File: config.mk
export PLATFORM = sky130hd
export DESIGN_NAME = player_motion_ctrl
export DESIGN_NICKNAME = d
export VERILOG_FILES = /design/src/rtl/game_pkg.sv /design/src/rtl/player_motion_ctrl_ramp.sv /design/src/rtl/player_motion_ctrl.sv
export SDC_FILE = /design/constraint.sdc
export NUM_CORES = 1
export LEC_CHECK = 0
export CAP_MARGIN = 20
export CORE_MARGIN = 3
export CORE_UTILIZATION = 56
export DETAILED_ROUTE_END_ITERATION = 8
export GPL_TIMING_DRIVEN = 0
export PLACE_DENSITY = 0.86
export SLEW_MARGIN = 10
export SYNTH_ARGS = -nofsm -noshare
export SYNTH_HDL_FRONTEND = slang
export SYNTH_SLANG_ARGS = --single-unit
File: constraint.sdc
create_clock -name i_Clk -period 8.57 [get_ports i_Clk]
set_input_delay 1.714 -clock i_Clk [delete_from_list [all_inputs] [get_ports i_Clk]]
set_output_delay 1.714 -clock i_Clk [all_outputs]
set_load 0.01 [all_outputs]
File: src/rtl/game_pkg.sv
// Shared encodings and default playfield constants for the player motion controller.
package game_pkg;

  localparam logic [1:0] ST_IDLE    = 2'd0;
  localparam logic [1:0] ST_ACCEL   = 2'd1;
  localparam logic [1:0] ST_CRUISE  = 2'd2;
  localparam logic [1:0] ST_BLOCKED = 2'd3;

  typedef enum logic [1:0] {
    DIR_NONE = 2'd0,
    DIR_L    = 2'd1,
    DIR_R    = 2'd2
  } dir_t;

  localparam int DEF_POS_W       = 10;
  localparam int DEF_X_MAX       = 240;
  localparam int DEF_PLAYER_W    = 24;
  localparam int DEF_START_POS   = 108;
  localparam int DEF_MAX_SPEED   = 4;
  localparam int DEF_ACCEL_TICKS = 8;

  // Pressing both buttons cancels out, same as pressing none.
  function automatic dir_t decode_dir(input logic left, input logic right);
    if (left && !right) return DIR_L;
    if (right && !left) return DIR_R;
    return DIR_NONE;
  endfunction

endpackage

File: src/rtl/player_motion_ctrl_ramp.sv
// motion_ramp: held-tick counter n and the speed it implies for the current tick.
module motion_ramp
  import game_pkg::*;
#(
  parameter int MAX_SPEED   = DEF_MAX_SPEED,
  parameter int ACCEL_TICKS = DEF_ACCEL_TICKS
)(
  input  logic                             clk,
  input  logic                             rst,
  input  logic                             tick,
  input  logic                             restart,
  input  logic                             hold,
  output logic [$clog2(MAX_SPEED+1)-1:0]   speed
);

  localparam int SPD_W = $clog2(MAX_SPEED + 1);
  // n stops at the first count that yields MAX_SPEED.
  localparam int N_SAT = (MAX_SPEED - 1) * ACCEL_TICKS + 1;
  localparam int N_W   = $clog2(N_SAT + 1);

  logic [N_W-1:0] n;
  logic [N_W-1:0] n_next;
  logic [31:0]    step;

  always_comb begin
    n_next = '0;
    if (restart)
      n_next = N_W'(1);
    else if (hold)
      n_next = (n >= N_W'(N_SAT)) ? n : n + N_W'(1);
  end

  // Speed reflects n_next so the position can move on the same tick.
  always_comb begin
    step = 32'(n_next - N_W'(1)) / 32'(ACCEL_TICKS);
    if (n_next == '0)
      speed = '0;
    else if (step + 32'd1 >= 32'(MAX_SPEED))
      speed = SPD_W'(MAX_SPEED);
    else
      speed = SPD_W'(step + 32'd1);
  end

  always_ff @(posedge clk) begin
    if (rst)
      n <= '0;
    else if (tick)
      n <= n_next;
  end

endmodule

File: src/rtl/player_motion_ctrl.sv
// Player sprite horizontal motion: direction FSM plus clamped position datapath.
// Build option: PLAYER_MOTION_WRAP_EN wraps the position around the playfield instead of clamping.
module player_motion_ctrl
  import game_pkg::*;
#(
  parameter int POS_W       = DEF_POS_W,
  parameter int X_MAX       = DEF_X_MAX,
  parameter int PLAYER_W    = DEF_PLAYER_W,
  parameter int START_POS   = DEF_START_POS,
  parameter int MAX_SPEED   = DEF_MAX_SPEED,
  parameter int ACCEL_TICKS = DEF_ACCEL_TICKS
)(
  input  logic                             i_Clk,
  input  logic                             i_Rst,
  input  logic                             i_fTick,
  input  logic                             i_Btn_Left,
  input  logic                             i_Btn_Right,
  output logic [POS_W-1:0]                 o_Player_Position,
  output logic [$clog2(MAX_SPEED+1)-1:0]   o_Speed,
  output logic                             o_Moving,
  output logic                             o_Wall_Hit
);
  // state   | meaning
  // IDLE    | no direction held, speed 0
  // ACCEL   | moving, speed still ramping up
  // CRUISE  | moving at MAX_SPEED
  // BLOCKED | pinned at a wall while the same direction is held

  localparam int SPD_W = $clog2(MAX_SPEED + 1);
  localparam int EXT_W = POS_W + 2;
  localparam logic signed [EXT_W-1:0] POS_LIM   = EXT_W'(X_MAX - PLAYER_W);
  localparam logic signed [EXT_W-1:0] POS_RANGE = EXT_W'(X_MAX - PLAYER_W + 1);

  if (MAX_SPEED < 1 || ACCEL_TICKS < 1 || START_POS > X_MAX - PLAYER_W ||
      X_MAX >= 2**POS_W) begin : g_param_check
    $error("player_motion_ctrl: illegal parameter combination");
  end

  logic [1:0]              state, state_next;
  dir_t                    dir, last_dir;
  logic                    moving, restart, hold, advance, clamp;
  logic [SPD_W-1:0]        ramp_speed, speed_next;
  logic signed [EXT_W-1:0] pos_ext, spd_ext, pos_sum;
  logic [POS_W-1:0]        pos_new, pos_next;

  motion_ramp #(
    .MAX_SPEED   (MAX_SPEED),
    .ACCEL_TICKS (ACCEL_TICKS)
  ) u_ramp (
    .clk     (i_Clk),
    .rst     (i_Rst),
    .tick    (i_fTick),
    .restart (restart),
    .hold    (hold),
    .speed   (ramp_speed)
  );

  assign moving   = (state == ST_ACCEL) || (state == ST_CRUISE);
  assign o_Moving = moving;
  assign advance  = restart | hold;

  // Reversal or leaving IDLE/BLOCKED starts a fresh ramp; BLOCKED with the same direction stays put.
  always_comb begin
    dir     = decode_dir(i_Btn_Left, i_Btn_Right);
    restart = 1'b0;
    hold    = 1'b0;
    if (dir != DIR_NONE) begin
      if (moving && dir == last_dir)
        hold = 1'b1;
      else if (!(state == ST_BLOCKED && dir == last_dir))
        restart = 1'b1;
    end
  end

  always_comb begin
    pos_ext = $signed({2'b00, o_Player_Position});
    spd_ext = $signed(EXT_W'(ramp_speed));
    pos_sum = (dir == DIR_L) ? pos_ext - spd_ext : pos_ext + spd_ext;
    clamp   = 1'b0;
`ifdef PLAYER_MOTION_WRAP_EN
    if (pos_sum[EXT_W-1])
      pos_new = POS_W'(pos_sum + POS_RANGE);
    else if (pos_sum >= POS_RANGE)
      pos_new = POS_W'(pos_sum - POS_RANGE);
    else
      pos_new = POS_W'(pos_sum);
`else
    if (pos_sum[EXT_W-1]) begin
      clamp   = 1'b1;
      pos_new = '0;
    end else if (pos_sum > POS_LIM) begin
      clamp   = 1'b1;
      pos_new = POS_W'(POS_LIM);
    end else begin
      pos_new = POS_W'(pos_sum);
    end
`endif
  end

  always_comb begin
    state_next = state;
    speed_next = '0;
    pos_next   = o_Player_Position;
    if (dir == DIR_NONE) begin
      state_next = ST_IDLE;
    end else if (advance) begin
      pos_next = pos_new;
      if (clamp) begin
        state_next = ST_BLOCKED;
      end else begin
        state_next = (ramp_speed == SPD_W'(MAX_SPEED)) ? ST_CRUISE : ST_ACCEL;
        speed_next = ramp_speed;
      end
    end
  end

  always_ff @(posedge i_Clk) begin
    if (i_Rst) begin
      state             <= ST_IDLE;
      last_dir          <= DIR_NONE;
      o_Player_Position <= POS_W'(START_POS);
      o_Speed           <= '0;
    end else if (i_fTick) begin
      state             <= state_next;
      last_dir          <= dir;
      o_Player_Position <= pos_next;
      o_Speed           <= speed_next;
    end
  end

`ifdef PLAYER_MOTION_WRAP_EN
  assign o_Wall_Hit = 1'b0;
`else
  always_ff @(posedge i_Clk) begin
    if (i_Rst)
      o_Wall_Hit <= 1'b0;
    else
      o_Wall_Hit <= i_fTick & advance & clamp;
  end
`endif

endmodule

**After elaboration in Yosys (flattened, before gate mapping)**

Index checks and enable logic that the tools add are counted.

- Bits in registers: 23
- Input bits: 5
- Output and inout bits: 15
- Word-level logic and storage cells: 66

- Add/subtract/negate cells: 5
- $lt $le $gt $ge: 3
- Equal/unequal tests: 6
- Muxes and demuxes: 29
- Bitwise logic cells: 4
- Reduce and logical (&&, ||, !) cells: 13

Operator list:

| cell | number |
|---|---|
| >= comparator 32 x 3 -> 1 bit (second input constant) | 1 |
| adder 29 x 1 -> 30 bit (second input constant) | 1 |
| two-way mux 10 bit | 2 |
| two-way mux 2 bit | 8 |
| two-way mux 3 bit | 5 |
| two-way mux 5 bit | 3 |
| > comparator 12 x 9 -> 1 bit (second input constant) | 1 |
| two-way mux 12 bit | 1 |
| adder 10 x 3 -> 11 bit | 1 |
| subtractor 10 x 3 -> 11 bit | 1 |
| two-way mux 1 bit | 10 |
| subtractor 5 x 1 -> 6 bit (second input constant) | 1 |
| adder 5 x 1 -> 5 bit (second input constant) | 1 |
| >= comparator 5 bit (second input constant) | 1 |
| logical NOT 5 bit | 1 |
| equality test 2 x 1 -> 1 bit (second input constant) | 2 |
| equality test 2 bit (second input constant) | 2 |
| logical AND 1 bit | 4 |
| nonzero test 2 bit | 2 |
| equality test 3 bit (second input constant) | 1 |
| AND reduction 3 bit | 1 |
| AND 1 bit | 2 |
| equality test 2 bit | 1 |
| logical NOT 1 bit | 2 |
| other kinds (5) | 5 |

**Depth between registers and ports, before layout**

- Depth in word-level cells: 25
- Depth in mapped cells: 23

**By module**

Synthesis repeated with hierarchy kept, for this count alone.

- Cells, all modules: 228
- Area, all modules: 1,883.1 um2

By module, submodules not included:

| module | times used | cells each | area each (um2) | seq. area each (um2) |
|---|---|---|---|---|
| player_motion_ctrl | 1 | 164 | 1,356.3 | 360.3 |
| motion_ramp | 1 | 64 | 526.8 | 100.1 |

**Least setup slack after synthesis**

Ideal clock, no wire load.

- Kind: input to register
- Start: in i_Btn_Left
- End: reg state[0]
- Library setup time: 119 ps
- Arrival: 6,361 ps
- Setup slack: 2,090 ps
- Stages on the path: 20
- Path buffers: 0
- Cell sequence: inv_1 ha_1 or4_1 nor3_2 xor2_1 inv_1 ha_1 inv_1 ha_1 o41ai_1 nor2_1 inv_1 ha_1 nand2b_1 a221oi_1 a22oi_1 xnor2_1 a31o_2 a311o_2 o221a_1

- Word-level cells in the longest chain between the ends: 25
- Elaborated cells on any way between the ends: 42
- Classes of those cells: add/sub (4); order compare (2); eq/ne (3); mux (22); bitwise (1); reduce/logical (10)

RTL lines:

| what | line | text |
|---|---|---|
| start, declared | player_motion_ctrl.sv:16 | `input logic i_Btn_Left,` |
| logical NOT 1 bit | game_pkg.sv:25 | `if (right && !left) return DIR_R;` |
| logical AND 1 bit | game_pkg.sv:25 |  |
| two-way mux 1 bit (2 in a row) | game_pkg.sv:25 |  |
| two-way mux 2 bit | game_pkg.sv:26 | `return DIR_NONE;` |
| two-way mux 2 bit * | game_pkg.sv:25 |  |
| equality test 2 bit | player_motion_ctrl.sv:68, player_motion_ctrl.sv:70 |  |
| logical AND 1 bit (on tied branches) | player_motion_ctrl.sv:68, player_motion_ctrl.sv:70 |  |
| two-way mux 1 bit (on tied branches) | player_motion_ctrl.sv:68, player_motion_ctrl.sv:70 |  |
| (+8 left out) | - |  |
| adder 10 x 3 -> 11 bit / subtractor 10 x 3 -> 11 bit (equally long branches) | player_motion_ctrl.sv:78 | `pos_sum = (dir == DIR_L) ? pos_ext - spd_ext : pos_ext + spd_ext;` |
| two-way mux 12 bit | player_motion_ctrl.sv:78 |  |
| > comparator 12 x 9 -> 1 bit | player_motion_ctrl.sv:91 | `end else if (pos_sum > POS_LIM) begin` |
| two-way mux 1 bit | player_motion_ctrl.sv:91 |  |
| two-way mux 1 bit | player_motion_ctrl.sv:88 | `if (pos_sum[EXT_W-1]) begin` |
| two-way mux 2 bit | player_motion_ctrl.sv:108 | `if (clamp) begin` |
| two-way mux 2 bit | player_motion_ctrl.sv:106 | `end else if (advance) begin` |
| two-way mux 2 bit | player_motion_ctrl.sv:104 | `if (dir == DIR_NONE) begin` |
| end signal, assigned | player_motion_ctrl.sv:124 | `state <= state_next;` |
| end, declared | player_motion_ctrl.sv:39 | `logic [1:0] state, state_next;` |

Every way passes the cells marked *; elsewhere a longest branch is shown, timed or not. The select of a mux whose other input is x is not followed.
A chain may end at the register's enable or synchronous reset.

**Worst setup path in the final report**

- Start: in i_Btn_Left
- End: reg o_Speed[0]

- Word-level cells in the longest chain between the ends: 25
- Elaborated cells on any way between the ends: 38
- Classes of those cells: add/sub (4); order compare (2); eq/ne (2); mux (21); bitwise (1); reduce/logical (8)

RTL lines:

| what | line | text |
|---|---|---|
| logical NOT 1 bit | game_pkg.sv:25 |  |
| logical AND 1 bit | game_pkg.sv:25 |  |
| two-way mux 1 bit (2 in a row) | game_pkg.sv:25 |  |
| two-way mux 2 bit | game_pkg.sv:26 |  |
| two-way mux 2 bit * | game_pkg.sv:25 |  |
| via dir[1] | player_motion_ctrl.sv:40 | `dir_t dir, last_dir;` |
| equality test 2 bit | player_motion_ctrl.sv:68, player_motion_ctrl.sv:70 |  |
| logical AND 1 bit (on tied branches) | player_motion_ctrl.sv:68, player_motion_ctrl.sv:70 |  |
| (+9 left out) | - |  |
| adder 10 x 3 -> 11 bit / subtractor 10 x 3 -> 11 bit (equally long branches) | player_motion_ctrl.sv:78 |  |
| two-way mux 12 bit | player_motion_ctrl.sv:78 |  |
| > comparator 12 x 9 -> 1 bit | player_motion_ctrl.sv:91 |  |
| two-way mux 1 bit | player_motion_ctrl.sv:91 |  |
| two-way mux 1 bit | player_motion_ctrl.sv:88 |  |
| two-way mux 3 bit | player_motion_ctrl.sv:108 |  |
| two-way mux 3 bit | player_motion_ctrl.sv:106 |  |
| two-way mux 3 bit * | player_motion_ctrl.sv:104 |  |
| end signal, assigned | player_motion_ctrl.sv:127 | `o_Speed <= speed_next;` |
| end, declared | player_motion_ctrl.sv:19 | `output logic [$clog2(MAX_SPEED+1)-1:0] o_Speed,` |

Mark *: on every way through the listed nets, which the timed path passes. The rest lies on a longest branch. The select of a mux whose other input is x is not followed.

==> results by group <==
Synth
  • Compound-cell area share of the yosys netlist: 23.0%
  • Synth Flop Type: dfxtp_1
  • Sequential area share after synthesis: between 20% and 30%
  • Ys async rst share: 0%
  • Cell taking the most area after synthesis: dfxtp_1
  • Mapped cell area: roughly 1800 sq um
  • Largest family of logic cells by synthesized area: compound AO/OA/AOI/OAI gates
  • Post-Synth Adder-Cell Area: 12.8%
  • Synth Net Count: between 200 and 250
  • Flops & latches, synth: 23
  • Proportion of synthesized area in mux cells: between 4 and 5%
  • Number of synthesized flops with an enable pin: 0
  • Top area cells in the synthesized netlist: dfxtp_1 (26%), ha_1 (11%), inv_1 (3.6%)
  • Simple-Gate Fraction of Synth Area: 22.4%
  • Yosys Warn Count: 0
  • Synth Area in XOR/XNOR: 5.34%
  • Synth cell count leaders: dfxtp_1 (23), inv_1 (17), nor2_1 (16)
  • Post-synthesis cell type count: 65
  • Count leader, synth: dfxtp_1
  • Syn Area/Cell: 8.69 sq um
  • Gate Count Post-Synth: a little over 200
  • Share of the synthesized area in the top cell type: 25.9%

Route
  • Detailed Routing Iterations Pass 1: 5
  • Drt total wl: between 4000 and 5000 microns
  • Drt via density: between 6 and 7
  • ANT nets after route: 0
  • Vias after detailed routing: 1645
  • Iteration-0 DRC Markers: between 150 and 200
  • DRC Markers: 0
  • Routed length per instance: around 15 microns

Cells and area
  • Antenna cells: 0
  • Share of cells above drive strength 1: 14.5%
  • Non-filler cells, final: ~270
  • Synthesis-to-layout area growth: 14.6%
  • Nets: 250

Clocking
  • Clock latency on the worst-skew pair: 0.33 ns
  • CTS H-tree lvls: 1
  • Post-CTS Hold Fix Bufs: 0
  • Buffer depth of the longest clock path: 2
  • PostCTS Resize Cnt: 0
  • Post-CTS Setup Bufs: 0
  • CTS root buf: clkbuf_4
  • TritonCTS buffer count: 3
  • TritonCTS clock tree: yes
  • Sinks on Clock Net: 23
  • Clk slew on worst S/H paths: approximately 0.12 ns

Timing
  • Skew final: between 0.02 and 0.025 ns
  • Final hold viol count: 0
  • RSZ-0062 raised after global routing: false
  • Fin. max-slew vios: 0
  • PnR worst setup slack: 1.09 ns
  • Max Fclk: 0.134 GHz
  • Max_slew headroom: between 60% and 70%
  • Slew @ Worst Pin: 0.573 ns
  • Final Critical Period: 7.48 ns
  • Endpoints failing setup: 0
  • Setup TNS: 0 ns
  • Final period util: between 80% and 90%

Status
  • Status: completed

Pwr
  • Leak pwr: 0.822 nW
  • Power after layout: 290 uW
  • Power Dens Cells: 142 nW/um^2
  • Max VDD drop: between 0.0001 and 0.00015 V

Placed design
  • Detailed Place HPWL: 3110 microns
  • RePlAce Congestion: 0.917
  • Setup slack at placement: a little over 0.8 ns
  • IO Port Bufs: 18
  • Dpl cells: 265

Global route
  • GRT overflow: 0
  • Total global-route track usage: 21.9%
  • Global-route wire length before repair: between 7000 and 8000 microns
  • Pin count of the biggest net entering global routing: 14
  • Vias in the first global route: 1548
  • Antenna violations before repair: 0

Die
  • Site Rows: 19
  • Die Span Y: roughly 62 microns
  • I/O Pins: 20
  • Core box area: a little under 3000 sq um
  • Die Footprint: ~4000 sq um
  • Die Wd: 62.4 microns
  • Initial Util: 61.4%

Critical path
  • Worst setup EP type: flop
  • Req. time, crit path: 8.83 ns
  • CP max FO: 6
  • Worst path arrival time: between 7 and 8 ns
  • CP startpoint kind: input port
  • Worst Setup Path Type: in2reg

Hold path
  • Hold crit path type: reg2reg

Job
  • Max Cap Viol: 0
[placed cells by master (no fill, tap or decap), drive strengths merged, types with 3 or more instances in the layout]
cell type	n
nand2	10
a21oi	11
nor3	6
nand2b	3
or2	3
o21ai	7
xnor2	4
xor2	6
clkdlybuf4s50	18
and3	6
nor2	17
dfxtp	23
a31oi	7
clkbuf	9
buf	3
a32o	3
ha	15
mux2i	6
inv	17
nand3	6
[final timing paths]
path,endpoint,slack [ns],depth (start not counted),start
max,o_Speed[0],1.09,22,i_Btn_Left
min,o_Speed[1],0.49,1,o_Speed[1]
max reg2reg,o_Speed[0],2.60,22,u_ramp.n[1]
min reg2reg,o_Speed[1],0.49,1,o_Speed[1]
[through the flow]
| step | utilization, % | hold WS [ns] | area [sq um] |
|---|---|---|---|
| floorplan | - | 0.481 | 1780 |
| global placement | 69.4 | 0.457 | 2010 |
| detailed placement | 69.4 | 0.459 | 2010 |
| CTS | 70.4 | 0.496 | 2040 |
| global route | 70.4 | 0.518 | 2040 |
| finish | 70.4 | 0.490 | 2040 |
[final cells by class]
cell class              instances  area [sq um]
clock buffers                   3          22.5
plain buffers                   9          52.6
well taps                      42          52.6
clock inverters                 1          5.00
fillers                       236           860
inverters                      17          63.8
flip-flops and latches         23           460
repair buffers                 18           180
multi-input cells             156          1200
[registers in the layout (all words and copies together) (netlist names)]
register / cells
o_Speed: 3
u_ramp.n: 5
state: 2
o_Player_Position: 10
last_dir: 2
o_Wall_Hit: 1
[critical path, stage by stage]
cell	delay [ns]
clkdlybuf4s50_1	0.48
inv_1	0.06
ha_1	0.24
xor2_1	0.18
or4_1	0.59
nor3_2	0.44
xor2_1	0.34
inv_1	0.11
ha_1	0.21
inv_1	0.06
ha_1	0.24
o41ai_1	0.41
nor2_1	0.20
inv_1	0.10
ha_1	0.24
nand2b_1	0.15
a221oi_1	0.48
a22oi_1	0.22
xnor2_1	0.19
a31o_2	0.27
a311oi_2	0.54
a32o_2	0.26
[kinds of logic after synthesis]
logic type / count (synthesis)
AO/OA/AOI/OAI: 53
XOR/XNOR: 10
adder cells (fa/ha/maj): 17
buffers and inverters: 26
flip-flops: 23
multiplexers: 7
AND/OR/NAND/NOR: 69
[layer usage]
layer,GRT usage (%),share of wire [%],up-vias
met1,26.5,43,773
met4,7.16,3.0,0
met2,39.2,48,66
met3,3.96,5.4,15
li1,-,-,791
met5,0,0,-
[report_power, final]
group          switching, mW  total (mW)  internal [mW]
clock                 0.0360      0.0535         0.0175
sequential           0.00691       0.120          0.113
combinational         0.0656       0.117         0.0512
Note: power is estimated with default switching activity, not from simulation.
